[config.mk]
export PLATFORM = sky130hd
export DESIGN_NAME = boss_sched_flat
export DESIGN_NICKNAME = d
export VERILOG_FILES = /design/src/rtl/boss_sched_pkg.sv /design/src/rtl/boss_sched_if.sv /design/src/rtl/boss_sched_tick_gen.sv /design/src/rtl/boss_sched.sv /design/src/flat_wrapper.sv
export SDC_FILE = /design/constraint.sdc
export NUM_CORES = 1
export LEC_CHECK = 0
export CAP_MARGIN = 20
export CORE_MARGIN = 2
export CORE_UTILIZATION = 35
export DETAILED_ROUTE_END_ITERATION = 6
export DONT_BUFFER_PORTS = 1
export GPL_TIMING_DRIVEN = 0
export PLACE_DENSITY = 0.52
export SYNTH_ARGS = -nofsm -noshare
export SYNTH_HDL_FRONTEND = slang
export SYNTH_HIERARCHICAL = 1
export SYNTH_SLANG_ARGS = --single-unit
export TNS_END_PERCENT = 20
[constraint.sdc]
create_clock -name clk -period 3.4 [get_ports clk]
set_clock_uncertainty 0.1 [all_clocks]
set_input_delay 0.51 -clock clk [delete_from_list [all_inputs] [get_ports clk]]
set_output_delay 0.51 -clock clk [all_outputs]
set_load 0.05 [all_outputs]
[src/rtl/boss_sched_pkg.sv]
// boss_sched shared types and defaults.
// Phase encoding, default parameters and a counter-width helper.
package boss_sched_pkg;

    typedef enum logic [2:0] {
        IDLE = 3'd0,
        PLAY = 3'd1,
        BOSS = 3'd2,
        WIN  = 3'd3,
        LOSE = 3'd4
    } phase_e;

    localparam int DEF_TICK_DIV   = 2500000;
    localparam int DEF_BOSS_TICKS = 10;
    localparam int DEF_HIT_GOAL   = 8;
    localparam int DEF_NUM_BOSS   = 3;

    localparam int BOSS_W  = 5;
    localparam int TL_W    = 6;
    localparam int PHASE_W = 3;

    // Bits needed to count 0..n-1, never less than one.
    function automatic int cnt_w(input int n);
        return (n > 1) ? $clog2(n) : 1;
    endfunction

endpackage

[src/rtl/boss_sched_if.sv]
// boss_sched control/status bundle.
// pause_btn exists only with BOSS_SCHED_USER_PAUSE_EN defined.
interface boss_sched_if;

    logic       start_btn;
    logic       hit;
`ifdef BOSS_SCHED_USER_PAUSE_EN
    logic       pause_btn;
`endif
    logic [4:0] boss;
    logic       start;
    logic       pause;
    logic       tick;
    logic [5:0] time_left;
    logic [2:0] phase;
    logic       win;
    logic       lose;

    modport master (
`ifdef BOSS_SCHED_USER_PAUSE_EN
        output pause_btn,
`endif
        output start_btn, hit,
        input  boss, start, pause, tick,
        input  time_left, phase, win, lose
    );

    modport slave (
`ifdef BOSS_SCHED_USER_PAUSE_EN
        input  pause_btn,
`endif
        input  start_btn, hit,
        output boss, start, pause, tick,
        output time_left, phase, win, lose
    );

endinterface

[src/rtl/boss_sched_tick_gen.sv]
// tick_gen: 1-of-DIV prescaler with enable and clear.
// tick is high while enabled in the last count of the period.
module tick_gen
    import boss_sched_pkg::*;
#(
    parameter int DIV = 4
) (
    input  logic clk,
    input  logic rst_n,
    input  logic en,
    input  logic clr,
    output logic tick
);

    localparam int CW = cnt_w(DIV);
    localparam logic [CW-1:0] LAST = CW'(DIV - 1);

    logic [CW-1:0] cnt_q, cnt_d;

    // Clear wins over count; wrap after the last count.
    always_comb begin
        cnt_d = cnt_q;
        if (clr) begin
            cnt_d = '0;
        end else if (en) begin
            cnt_d = (cnt_q == LAST) ? '0 : cnt_q + CW'(1);
        end
    end

    // Prescaler count register.
    always_ff @(posedge clk or negedge rst_n) begin
        if (!rst_n) cnt_q <= '0;
        else        cnt_q <= cnt_d;
    end

    assign tick = en & (cnt_q == LAST);

endmodule

[src/rtl/boss_sched.sv]
// boss_sched: typing-game phase scheduler (play / boss rounds).
// Optional BOSS_SCHED_USER_PAUSE_EN adds a user pause button.
module boss_sched
    import boss_sched_pkg::*;
#(
    parameter int TICK_DIV   = DEF_TICK_DIV,
    parameter int BOSS_TICKS = DEF_BOSS_TICKS,
    parameter int HIT_GOAL   = DEF_HIT_GOAL,
    parameter int NUM_BOSS   = DEF_NUM_BOSS
) (
    input logic         clk,
    input logic         rst_n,
    boss_sched_if.slave bus
);

    localparam int HCW = cnt_w(HIT_GOAL + 1);
    localparam logic [HCW-1:0]    GOAL      = HCW'(HIT_GOAL);
    localparam logic [TL_W-1:0]   TL_INIT   = TL_W'(BOSS_TICKS);
    localparam logic [BOSS_W-1:0] LAST_BOSS = BOSS_W'(NUM_BOSS);

    if (NUM_BOSS < 1 || NUM_BOSS > 31 ||
        BOSS_TICKS < 1 || BOSS_TICKS > 63) begin : g_cfg_check
        $error("boss_sched: need NUM_BOSS 1..31, BOSS_TICKS 1..63");
    end

    phase_e            phase_q, phase_d;
    logic [BOSS_W-1:0] boss_q, boss_d;
    logic [TL_W-1:0]   tl_q, tl_d;
    logic [HCW-1:0]    hits_q, hits_d, hits_inc;
    logic              start_btn_q, start_rise_q, start_rise_d;
    logic              running, frozen, hit_ok, goal;
    logic              boss_entry, tick_w;

`ifdef BOSS_SCHED_USER_PAUSE_EN
    logic pause_btn_q, pause_rise_q, pause_rise_d;
    logic upause_q, upause_d;

    // Pause button rise detect and user-pause toggle.
    always_comb begin
        pause_rise_d = bus.pause_btn & ~pause_btn_q;
        upause_d     = upause_q ^ (running & pause_rise_q);
        if (phase_d == IDLE) upause_d = 1'b0;
    end

    // Pause button edge registers and user-pause flag.
    always_ff @(posedge clk or negedge rst_n) begin
        if (!rst_n) begin
            pause_btn_q  <= 1'b0;
            pause_rise_q <= 1'b0;
            upause_q     <= 1'b0;
        end else begin
            pause_btn_q  <= bus.pause_btn;
            pause_rise_q <= pause_rise_d;
            upause_q     <= upause_d;
        end
    end

    assign frozen = upause_q;
`else
    assign frozen = 1'b0;
`endif

    // Start button rise detect; the pulse is registered.
    always_comb begin
        start_rise_d = bus.start_btn & ~start_btn_q;
    end

    // Start button edge registers.
    always_ff @(posedge clk or negedge rst_n) begin
        if (!rst_n) begin
            start_btn_q  <= 1'b0;
            start_rise_q <= 1'b0;
        end else begin
            start_btn_q  <= bus.start_btn;
            start_rise_q <= start_rise_d;
        end
    end

    // Gameplay qualifiers shared by the FSM and the prescaler.
    always_comb begin
        running  = (phase_q == PLAY) || (phase_q == BOSS);
        hit_ok   = bus.hit & running & ~frozen;
        hits_inc = hits_q + HCW'(1);
        goal     = hit_ok && (hits_inc == GOAL);
    end

    tick_gen #(
        .DIV (TICK_DIV)
    ) u_tick (
        .clk   (clk),
        .rst_n (rst_n),
        .en    (running & ~frozen),
        .clr   (~running | boss_entry),
        .tick  (tick_w)
    );

    // Next phase and counters; a goal hit beats a same-cycle tick.
    always_comb begin
        phase_d    = phase_q;
        boss_d     = boss_q;
        tl_d       = tl_q;
        hits_d     = hits_q;
        boss_entry = 1'b0;
        unique case (phase_q)
            IDLE: begin
                if (start_rise_q) begin
                    phase_d = PLAY;
                    boss_d  = '0;
                    hits_d  = '0;
                end
            end
            PLAY: begin
                if (goal) begin
                    phase_d    = BOSS;
                    boss_d     = boss_q + BOSS_W'(1);
                    hits_d     = '0;
                    tl_d       = TL_INIT;
                    boss_entry = 1'b1;
                end else if (hit_ok) begin
                    hits_d = hits_inc;
                end
            end
            BOSS: begin
                if (goal) begin
                    if (boss_q == LAST_BOSS) begin
                        phase_d = WIN;
                        hits_d  = hits_inc;
                    end else begin
                        phase_d = PLAY;
                        hits_d  = '0;
                    end
                end else begin
                    if (hit_ok) hits_d = hits_inc;
                    if (tick_w) begin
                        if (tl_q <= TL_W'(1)) begin
                            tl_d    = '0;
                            phase_d = LOSE;
                        end else begin
                            tl_d = tl_q - TL_W'(1);
                        end
                    end
                end
            end
            WIN, LOSE: begin
                if (start_rise_q) phase_d = IDLE;
            end
            default: phase_d = IDLE;
        endcase
    end

    // Phase and counter registers.
    always_ff @(posedge clk or negedge rst_n) begin
        if (!rst_n) begin
            phase_q <= IDLE;
            boss_q  <= '0;
            tl_q    <= '0;
            hits_q  <= '0;
        end else begin
            phase_q <= phase_d;
            boss_q  <= boss_d;
            tl_q    <= tl_d;
            hits_q  <= hits_d;
        end
    end

    assign bus.boss      = boss_q;
    assign bus.time_left = tl_q;
    assign bus.phase     = phase_q;
    assign bus.tick      = tick_w;
    assign bus.pause     = ~running | frozen;
    assign bus.start     = running & ~frozen;
    assign bus.win       = (phase_q == WIN);
    assign bus.lose      = (phase_q == LOSE);

endmodule

[src/flat_wrapper.sv]
// flat-port wrapper written by rule: the top's interface ports become plain ports
module boss_sched_flat import boss_sched_pkg::*;
#(
    parameter int TICK_DIV   = DEF_TICK_DIV,
    parameter int BOSS_TICKS = DEF_BOSS_TICKS,
    parameter int HIT_GOAL   = DEF_HIT_GOAL,
    parameter int NUM_BOSS   = DEF_NUM_BOSS
)
  (clk, rst_n, bus_start_btn, bus_hit, bus_boss, bus_start, bus_pause, bus_tick, bus_time_left, bus_phase, bus_win, bus_lose);
  boss_sched_if bus_i ();
  input logic clk;
  input logic rst_n;
  input wire logic [$bits(bus_i.start_btn)-1:0] bus_start_btn;
  input wire logic [$bits(bus_i.hit)-1:0] bus_hit;
  output wire logic [$bits(bus_i.boss)-1:0] bus_boss;
  output wire logic [$bits(bus_i.start)-1:0] bus_start;
  output wire logic [$bits(bus_i.pause)-1:0] bus_pause;
  output wire logic [$bits(bus_i.tick)-1:0] bus_tick;
  output wire logic [$bits(bus_i.time_left)-1:0] bus_time_left;
  output wire logic [$bits(bus_i.phase)-1:0] bus_phase;
  output wire logic [$bits(bus_i.win)-1:0] bus_win;
  output wire logic [$bits(bus_i.lose)-1:0] bus_lose;
  assign bus_i.start_btn = bus_start_btn;
  assign bus_i.hit = bus_hit;
  assign bus_boss = bus_i.boss;
  assign bus_start = bus_i.start;
  assign bus_pause = bus_i.pause;
  assign bus_tick = bus_i.tick;
  assign bus_time_left = bus_i.time_left;
  assign bus_phase = bus_i.phase;
  assign bus_win = bus_i.win;
  assign bus_lose = bus_i.lose;
  boss_sched #(.TICK_DIV(TICK_DIV), .BOSS_TICKS(BOSS_TICKS), .HIT_GOAL(HIT_GOAL), .NUM_BOSS(NUM_BOSS)) u_core (.clk(clk), .rst_n(rst_n), .bus(bus_i));
endmodule
==> qor.yml <==
global_route:
  antenna_found_initial: 0
  gr-total-overflow: 0
  grt_usage_pct: 15.6
  grt_first_pass_wirelength_um: 10500
  grt_pass1_vias: 2118
  grt_max_degree: 43
synthesis:
  yosysWarnings: 6
  synth_commonest_cells: "dfrtp_1, nor2_1, nand2_1"
  synth_seq_area_share_pct: 39.5
  synth_ff_type: "dfrtp_1"
  synth_edf_count: 0
  netlist_area_mm2: 0.00266
  synth_cell_types: 71
  synthTopCellsByArea: "dfrtp_1, nor2_1, o21ai_0"
  avgSynthCellArea_um2: 9.24
  synth_seq_cells: 42
  synth_fp_nets: 298
  synth_async_sr_flop_share_pct: 100
  yosysMostFrequentCell: "dfrtp_1"
  yosys.area.top_type: "dfrtp_1"
  yosys.area.top_type_share_pct: 39.5
  synth_cells: 288
routing:
  wirelength_um: 6250
  dr.pass1.iters: 4
  drc: 0
  vias: 2182
  met3_length_um: 166
  wirelength_met1_um: 3020
  wl_per_cell_um: 15.2
  drt_iter0_drc: 55
  dr.max_layer_used: "met4"
  via_per_inst: 5.32
  wl_met2_um: 3000
  antenna_left: 0
finish:
  antenna_cells: 0
  drive_gt1_share_pct: 18.6
  nets: 320
  fin_cells: 410
  syn_to_final_growth_pct: 16.1
  finish.instance_area_mm2: 0.00309
placement:
  place_hpwl_um: 4370
  placed_area_mm2: 0.00282
  globalplace.congestion: 0.789
  dp.cells: 388
  io_buffers: 0
worst_setup_path:
  cp_common_cell: "buf_6"
  critPathLaunchType: "flip-flop"
  crit_chain: "buf_6 > or3b_1 > buf_6 > nand2_8 > buf_8 > nand4_1 > nor3_4 > nand2_1 > o21bai_4 > nand2_4 > mux2_4"
  arrival_ns: 3.33
  critPathRequiredTime_ns: 3.48
  crit_buf_inv: 3
  cp_slowest_cell: "nor3_4"
  cpLargestDelayFamily: "simple AND/OR/NAND/NOR gates"
  end_kind: "flip-flop"
  crit_type: "reg -> reg"
  crit_path_max_fanout: 8
  cpPeakStageDelay_ns: 0.57
die:
  ios: 23
  core_area_mm2: 0.00729
  die_h_um: 91.2
  initial_core_util_pct: 36.5
  dieWidth_um: 91.2
  fp.dieArea_mm2: 0.00832
  rows: 31
power_and_ir_drop:
  power_density_mw_per_mm2: 559
  power.leakage_nw: 1.23
  ir_worst_vdd_mv: 0.169
clocking:
  worst_skew_pair.late_latency_ns: 0.30
  clock_path_buffers: 2
  clk_pin_slew_ns: 0.08
  cts_tree: "built"
  cts_buffers: 5
  htreeDepth: 2
  cts.sink_count: 42
  cts_root_buffer: "clkbuf_8"
status:
  status: "finished clean"
min_path:
  holdCritPathClass: "in -> reg"
timing:
  slew_headroom_pct: 55.5
  hold_viol_final: 0
  fin_crit_ns: 3.25
  setup_viol: 0
  hold-worst-slack_ns: 0.135
  slew_viol_final: 0
  max_clock_freq_mhz: 308
  worstMarginPinSlew_ns: 0.665
  period_share_pct: 95.5
flow_run:
  maxCapViolCount: 0
path summary, 6_finish.rpt:
| path | from | to | slack, ns | depth (start not counted) |
|---|---|---|---|---|
| setup / recovery | u_core/bus.phase[1] | u_core/bus.time_left[1] | 0.15 | 11 |
| hold / removal | bus_start_btn | u_core/start_btn_q | 0.13 | 0 |
| setup reg to reg | u_core/bus.phase[1] | u_core/bus.time_left[1] | 0.15 | 11 |
| hold reg to reg | u_core/start_btn_q | u_core/start_rise_q | 0.29 | 1 |
| max in group asynchronous | rst_n | u_core/bus.phase[2] | 2.38 | 2 |
| min in group asynchronous | rst_n | u_core/bus.phase[0] | 0.61 | 2 |
sequential cells by signal, indices dropped and copies added (netlist names):
name / flops
u_core/start_rise_q: 1
u_core/bus.time_left: 6
u_core/u_tick/cnt_q: 22
u_core/start_btn_q: 1
u_core/bus.boss: 5
u_core/hits_q: 4
u_core/bus.phase: 3
where the power goes:
part | total, mW | switching [mW] | internal, mW
Combinational | 0.702 | 0.431 | 0.271
Clock | 0.398 | 0.182 | 0.216
Sequential | 0.626 | 0.0882 | 0.537
worst register-to-register path: cells and delay by family (launching register included):
| kind | cells | cell delay, ns |
|---|---|---|
| AOI/OAI and AO/OA | 1 | 0.24 |
| buffers and inverters | 3 | 0.46 |
| DFF | 1 | 0.52 |
| muxes | 1 | 0.29 |
| and+or+nand+nor | 6 | 1.52 |
layout make-up:
class | count | area (µm²)
fillers | 746 | 4200
multi-input cells | 222 | 1530
flip-flops and latches | 42 | 1050
repair buffers | 15 | 135
well taps | 99 | 124
plain buffers | 12 | 97.6
clock buffers | 5 | 68.8
inverters | 12 | 45.0
clock inverters | 3 | 40.0
cell usage in the layout (no fill, tap or decap), types with 3 or more instances in the layout:
cell type  synthesis  routed
buf_6              4       5
nand4_1           11      11
clkbuf_8           0       5
nor3_1            11       9
or2_2              3       3
nor2_1            27      27
xnor2_1            6       6
and3_1             3       3
dfrtp_1           42      39
ha_1               6       6
xor2_1             8       8
o21ai_0           16      16
dfrtp_2            0       3
clkbuf_1           6       3
or3_1              5       5
nand2_1           21      20
nor4_1             5       5
o31ai_1            5       5
buf_4              1      13
nor2b_1            3       3
o21ai_1            3       3
nand3_1           12      12
a21oi_1           13      13
inv_1             12      12
and2_1             3       3
cells by family after synthesis:
| logic type | synth area share (%) |
|---|---|
| AND/OR/NAND/NOR | 27.3 |
| AO/OA/AOI/OAI | 17.3 |
| flip-flops | 39.5 |
| buffers and inverters | 4.70 |
| XOR/XNOR | 6.44 |
| adder cells (fa/ha/maj) | 2.82 |
| multiplexers | 1.93 |
what timing repair did:
item / CTS / global route
endpoints found under the setup margin: 18 / 18
hold buffers: 2 / 0
setup buffers: 3 / 9
pin swaps: 2 / 3
hold endpoints to repair: 42 / 0
gates resized for setup: 5 / 7
per-stage QoR:
step	power (mW)	utilization, %	setup TNS (ns)	worst slack, ns
floorplan	1.09	-	0	0.0507
global placement	1.21	38.5	-1.75	-0.295
detailed placement	1.22	38.6	-1.87	-0.301
CTS	1.68	41.3	0	0.00241
global route	1.84	42.4	-0.00363	-0.00262
finish	1.73	42.4	0	0.153
per-layer routing:
layer | track usage, % | vias up
met5 | 0 | -
met4 | 4.17 | 0
met3 | 3.49 | 6
met2 | 26.1 | 20
met1 | 20.3 | 1052
li1 | - | 1104
Power figures use the tool's default switching activity.
==> RTL change 1 (config.mk and constraints unchanged) <==
The package constant `DEF_TICK_DIV` goes from 2500000 to 1250000.
--- a/src/rtl/boss_sched_pkg.sv
+++ b/src/rtl/boss_sched_pkg.sv
@@ -12,3 +12,3 @@
 
-    localparam int DEF_TICK_DIV   = 2500000;
+    localparam int DEF_TICK_DIV   = 1250000;
     localparam int DEF_BOSS_TICKS = 10;
Behaviour: same outputs for any inputs over 10 cycles, from zero or initial values and one cycle with rst_n low; that may be too few to reach the edited logic, so the function may still have changed.
==> RTL change 1 against the unedited design <==
- first-iteration DRC count up 16%
- synthesized area down 2.8%
- sequential share of layout area up 0.57 points
- sequential power down 2%
- largest cell class unchanged
- setup slack worse by 0.072 ns
- hold slack better by 0.011 ns
- total power down 5.0%
- sequential cell count down 1
- count of clock-buffer cells in the layout unchanged
- final area down 4.0%
- largest power group unchanged
- critical endpoint unchanged
- wire length down 4.7%
==> RTL change 1: results (changes against the unedited design) <==
[logic_synthesis]
syn-num-nets=285  ; was 298
seq_area_frac_synth_pct=39.7  ; was 39.5%
synth_ff_type=dfrtp_1  ; unchanged
ys_top_cells_by_count=41 x dfrtp_1, 31 x nor2_1, 20 x nand2_1  ; was 42 x dfrtp_1, 27 x nor2_1, 21 x nand2_1
synth.distinct_cells=66  ; was 71
synth_area_leaders=dfrtp_1 40%, nor2_1 4.5%, xnor2_1 3.4%, o21ai_0 3.1%, ha_1 2.9%  ; was dfrtp_1 39%, nor2_1 3.8%, o21ai_0 3.0%, nand2_1 3.0%, ha_1 2.8%
synth_warnings=6  ; unchanged
ys_async_sr_fraction_pct=100  ; unchanged
synth_cells=275  ; was 288

[placement]
place_ws_ns=-0.483  ; was -0.301 ns
place_inst=375  ; was 388
place_area_um2=2730  ; was 2820 µm²
io_buffer_count=0  ; unchanged
gp_congestion=0.785  ; was 0.789
dp_hpwl_mm=4.21  ; was 4.37 mm

[layout]
fin_nets=302  ; was 320
top_register=u_core/u_tick/cnt_q  ; unchanged
layout.cells.non_filler=391  ; was 410
largest_reg_flops=21  ; was 22
drive_gt1_share_pct=18.2  ; was 18.6%
diodes=0  ; unchanged

[clock_network]
post_cts_resized=8  ; was 5
hold_buffers=2  ; unchanged
clock_path_buffers=2  ; unchanged
ctsHtreeMaxLevel=2  ; unchanged
post_cts_buffers=0  ; was 3
clk_latency_ns=0.29
numCtsBuffers=5  ; unchanged
cts_root_buf=clkbuf_8  ; unchanged
clkSlewWorstSetupHoldPaths_ns=0.08  ; about the same

[routing]
totalWireLength_mm=5.95  ; was 6.25 mm
vias=2058  ; was 2182
detail_route.iter0.violations=64  ; was 55
firstDrtPassIters=4  ; unchanged
drc=0  ; unchanged

[timing]
slew_headroom_pct=48.4  ; was 55.5%

[power_and_ir_drop]
ir_drop_uv=200  ; was 169 µV
leakagePower_uw=0.00114  ; was 0.00123 µW
power_switching_share_pct=41.3  ; was 40.6%

[grt]
grt_pass1_vias=2007  ; was 2118
grt_pass1_wl_mm=9.97  ; was 10.5 mm
grt_antenna_before_repair=0  ; unchanged
grt_usage_pct=15.0  ; was 15.6%
grt_max_degree=42  ; was 43

[setup_path]
arrival_ns=3.40  ; was 3.33 ns
critical_path_peak_fanout=11  ; was 8

[hold_path]
min_path_type=in2reg  ; unchanged

[run_status]
status=completed  ; unchanged

## RTL change 1: cell count changes in the layout (fill, tap and decap cells not counted), sizes merged, moves of 3 or more
| cell | before | now |
|---|---|---|
| nor2 | 27 | 31 |
| buf | 21 | 15 |
| a32oi | 1 | 5 |
| nand4 | 12 | 6 |
| nand3 | 13 | 10 |
| clkbuf | 10 | 7 |
| nor3 | 12 | 15 |
| xnor2 | 7 | 11 |
## RTL change 1: cells by family (layout without fill, tap and decap cells)
| kind of cell | after synthesis | count (layout) | synth area share [%] |
|---|---|---|---|
| adders and majority gates | 6 | 6 | 2.90 |
| buffers and inverters | 21 | 38 | 4.64 |
| muxes | 4 | 4 | 1.98 |
| DFF | 41 | 41 | 39.7 |
| AOI/OAI and AO/OA | 65 | 65 | 17.6 |
| and+or+nand+nor | 119 | 119 | 26.0 |
| xor gates and xnor gates | 19 | 19 | 7.30 |
## RTL change 1: final cells by class
cell class | instances | area [µm²]
Buffer | 8 | 71.3
Timing Repair Buffer | 10 | 97.6
Sequential cell | 41 | 1030
Clock buffer | 5 | 68.8
Fill cell | 758 | 4250
Clock inverter | 2 | 35.0
Inverter | 13 | 48.8
Multi-Input combinational cell | 213 | 1490
Tap cell | 99 | 124
## RTL change 1: metal layers
| metal | routed length, µm | up-vias | track usage [%] |
|---|---|---|---|
| met5 | 0 | - | 0 |
| met4 | 51 | 0 | 4.49 |
| met3 | 162 | 4 | 2.51 |
| met2 | 2940 | 26 | 25.5 |
| met1 | 2800 | 997 | 19.7 |
| li1 | - | 1031 | - |
## RTL change 1: worst max-delay path, cell delays in order, from the launching register on
cell      delay [ns]
dfrtp_2         0.52
buf_4           0.21
or3b_1          0.36
buf_6           0.15
nand2_4         0.25
inv_1           0.17
nor3_4          0.58
nand2_1         0.14
o21bai_2        0.27
nand2_4         0.13
mux2_4          0.30
## RTL change 1: final timing paths
path / depth (start not counted) / slack, ns / endpoint / startpoint
max: 10 / 0.08 / u_core/bus.time_left[1] / u_core/bus.phase[2]
min in group asynchronous: 2 / 0.62 / u_core/u_tick/cnt_q[5] / rst_n
max in group asynchronous: 2 / 2.38 / u_core/bus.phase[2] / rst_n
max reg2reg: 10 / 0.08 / u_core/bus.time_left[1] / u_core/bus.phase[2]
min: 0 / 0.15 / u_core/start_btn_q / bus_start_btn
min reg2reg: 1 / 0.29 / u_core/start_rise_q / u_core/start_btn_q
## RTL change 1: power groups by stage
| stage | clock network [µW] | registers, µW | logic [µW] |
|---|---|---|---|
| 4_1_cts | 402 | 614 | 608 |
| 6_report | 381 | 614 | 644 |
| 2_1_floorplan | 0 | 611 | 466 |
| 3_5_place_dp | 0 | 620 | 573 |
| 3_3_place_gp | 0 | 619 | 567 |
| 5_1_grt | 420 | 620 | 701 |
==> RTL change 2 (same settings) <==
Made on the original files. Take the reset off `tl_q` and load it in a clocked block of its own.
--- a/src/rtl/boss_sched.sv
+++ b/src/rtl/boss_sched.sv
@@ -155,3 +155,2 @@
             boss_q  <= '0;
-            tl_q    <= '0;
             hits_q  <= '0;
@@ -160,5 +159,8 @@
             boss_q  <= boss_d;
-            tl_q    <= tl_d;
             hits_q  <= hits_d;
         end
+    end
+
+    always_ff @(posedge clk) begin
+        tl_q <= tl_d;
     end
Formal check against the unedited RTL: no difference found for any inputs over 10 cycles, from zero or initial values and one cycle with rst_n low; that may be too few to reach the edited logic, so the function may still have changed.
==> RTL change 2 against the unedited design <==
- final area shrank 6.9%
- wire length decreased by 4.2%
- non-clock buffer count is 15 lower
- synthesized area fell by 3.9%
- critical path type unchanged
- setup slack got worse by 0.0017 ns
- sequential cell count is the same
Power is not compared: it rests on default switching activity, and its combinational part moved more than twofold at a synthesized area within 25%.
==> RTL change 2: results (changes against the unedited design) <==
[run_status]
status=completed  ; unchanged

[setup_path]
cp_slowest_cell=dfrtp_1  ; was nor3_4
arrival_ns=3.39  ; was 3.33 ns
r2r-start=u_core/bus.phase[2]  ; was u_core/bus.phase[1]
reg2regPathDepth=9  ; was 11
critical_path_peak_fanout=10  ; was 8

[logic_synthesis]
syn_avg_cell_area_um2=9.00  ; was 9.24 µm²
ys_async_sr_fraction_pct=85.7  ; was 100%
syn-num-nets=294  ; was 298

[routing]
wl_per_cell_um=15.2  ; about the same
wl_met1_mm=2.83  ; was 3.02 mm
wl_met3_um=228  ; was 166 µm
avgViaCountPerCell=5.46  ; was 5.32
detail_route.iter0.violations=124  ; was 55
dr_wl_met2_mm=2.86  ; was 3.00 mm

[placement]
place_inst=384  ; was 388
gp_congestion=0.770  ; was 0.789
dp_hpwl_mm=4.26  ; was 4.37 mm

[layout]
fin_nets=304  ; was 320
layout.cells.non_filler=394  ; was 410
drive_gt1_share_pct=11.5  ; was 18.6%

[timing]
holdWs_ns=0.128  ; was 0.135 ns
slew_headroom_pct=56.2  ; was 55.5%

[grt]
met1_usage_pct=20.6  ; was 20.3%
grt_max_degree=37  ; was 43
grt_pass1_vias=2008  ; was 2118
grt_usage_pct=15.9  ; was 15.6%

[clock_network]
post_cts_resized=11  ; was 5
post_cts_buffers=0  ; was 3

-- RTL change 2: changes by cell type in the layout (fill, tap and decap cells not counted), sizes merged, moves of 3 or more --
| cell | unedited run | this run |
|---|---|---|
| dfrtp | 42 | 36 |
| o21ai | 19 | 16 |
| nand2b | 2 | 7 |
| nor2 | 27 | 31 |
| buf | 21 | 5 |
| nand3 | 13 | 20 |
| o31ai | 5 | 2 |
| or2 | 4 | 1 |
| edfxtp | 0 | 6 |
| nor2b | 3 | 7 |
-- RTL change 2: final cells by class --
cell class	instances	area (µm²)
Timing Repair Buffer	3	37.5
Multi-Input combinational cell	223	1450
Fill cell	722	4300
Inverter	10	37.5
Tap cell	99	124
Clock inverter	3	25.0
Clock buffer	5	68.8
Buffer	9	51.3
Sequential cell	42	1090
-- RTL change 2: through the flow --
step / worst slack (ns) / cell area (µm²) / util, %
after floorplan: 0.0133 / 2570 / -
after global placement: -0.651 / 2700 / 37.6
after detailed placement: -0.656 / 2710 / 37.7
after CTS: 0.0409 / 2870 / 40.0
after global routing: -0.0440 / 2880 / 40.1
final: 0.151 / 2880 / 40.1
-- RTL change 2: worst max-delay path, delay by kind of cell (launching register included) --
family	cells	cell delay, ns
compound gates	2	0.39
buf+inv	2	0.56
mux	1	0.28
simple gates	4	1.28
flops	1	0.58
-- RTL change 2: cell families (layout without fill, tap and decap cells) --
| family | count (synthesis) | in the layout | share of synthesized area [%] |
|---|---|---|---|
| AND/OR/NAND/NOR | 139 | 139 | 28.8 |
| AO/OA/AOI/OAI | 62 | 62 | 17.5 |
| flip-flops | 42 | 42 | 42.3 |
| buffers and inverters | 19 | 30 | 2.94 |
| XOR/XNOR | 15 | 15 | 5.14 |
| adder cells (fa/ha/maj) | 6 | 6 | 2.94 |
| multiplexers | 1 | 1 | 0.440 |
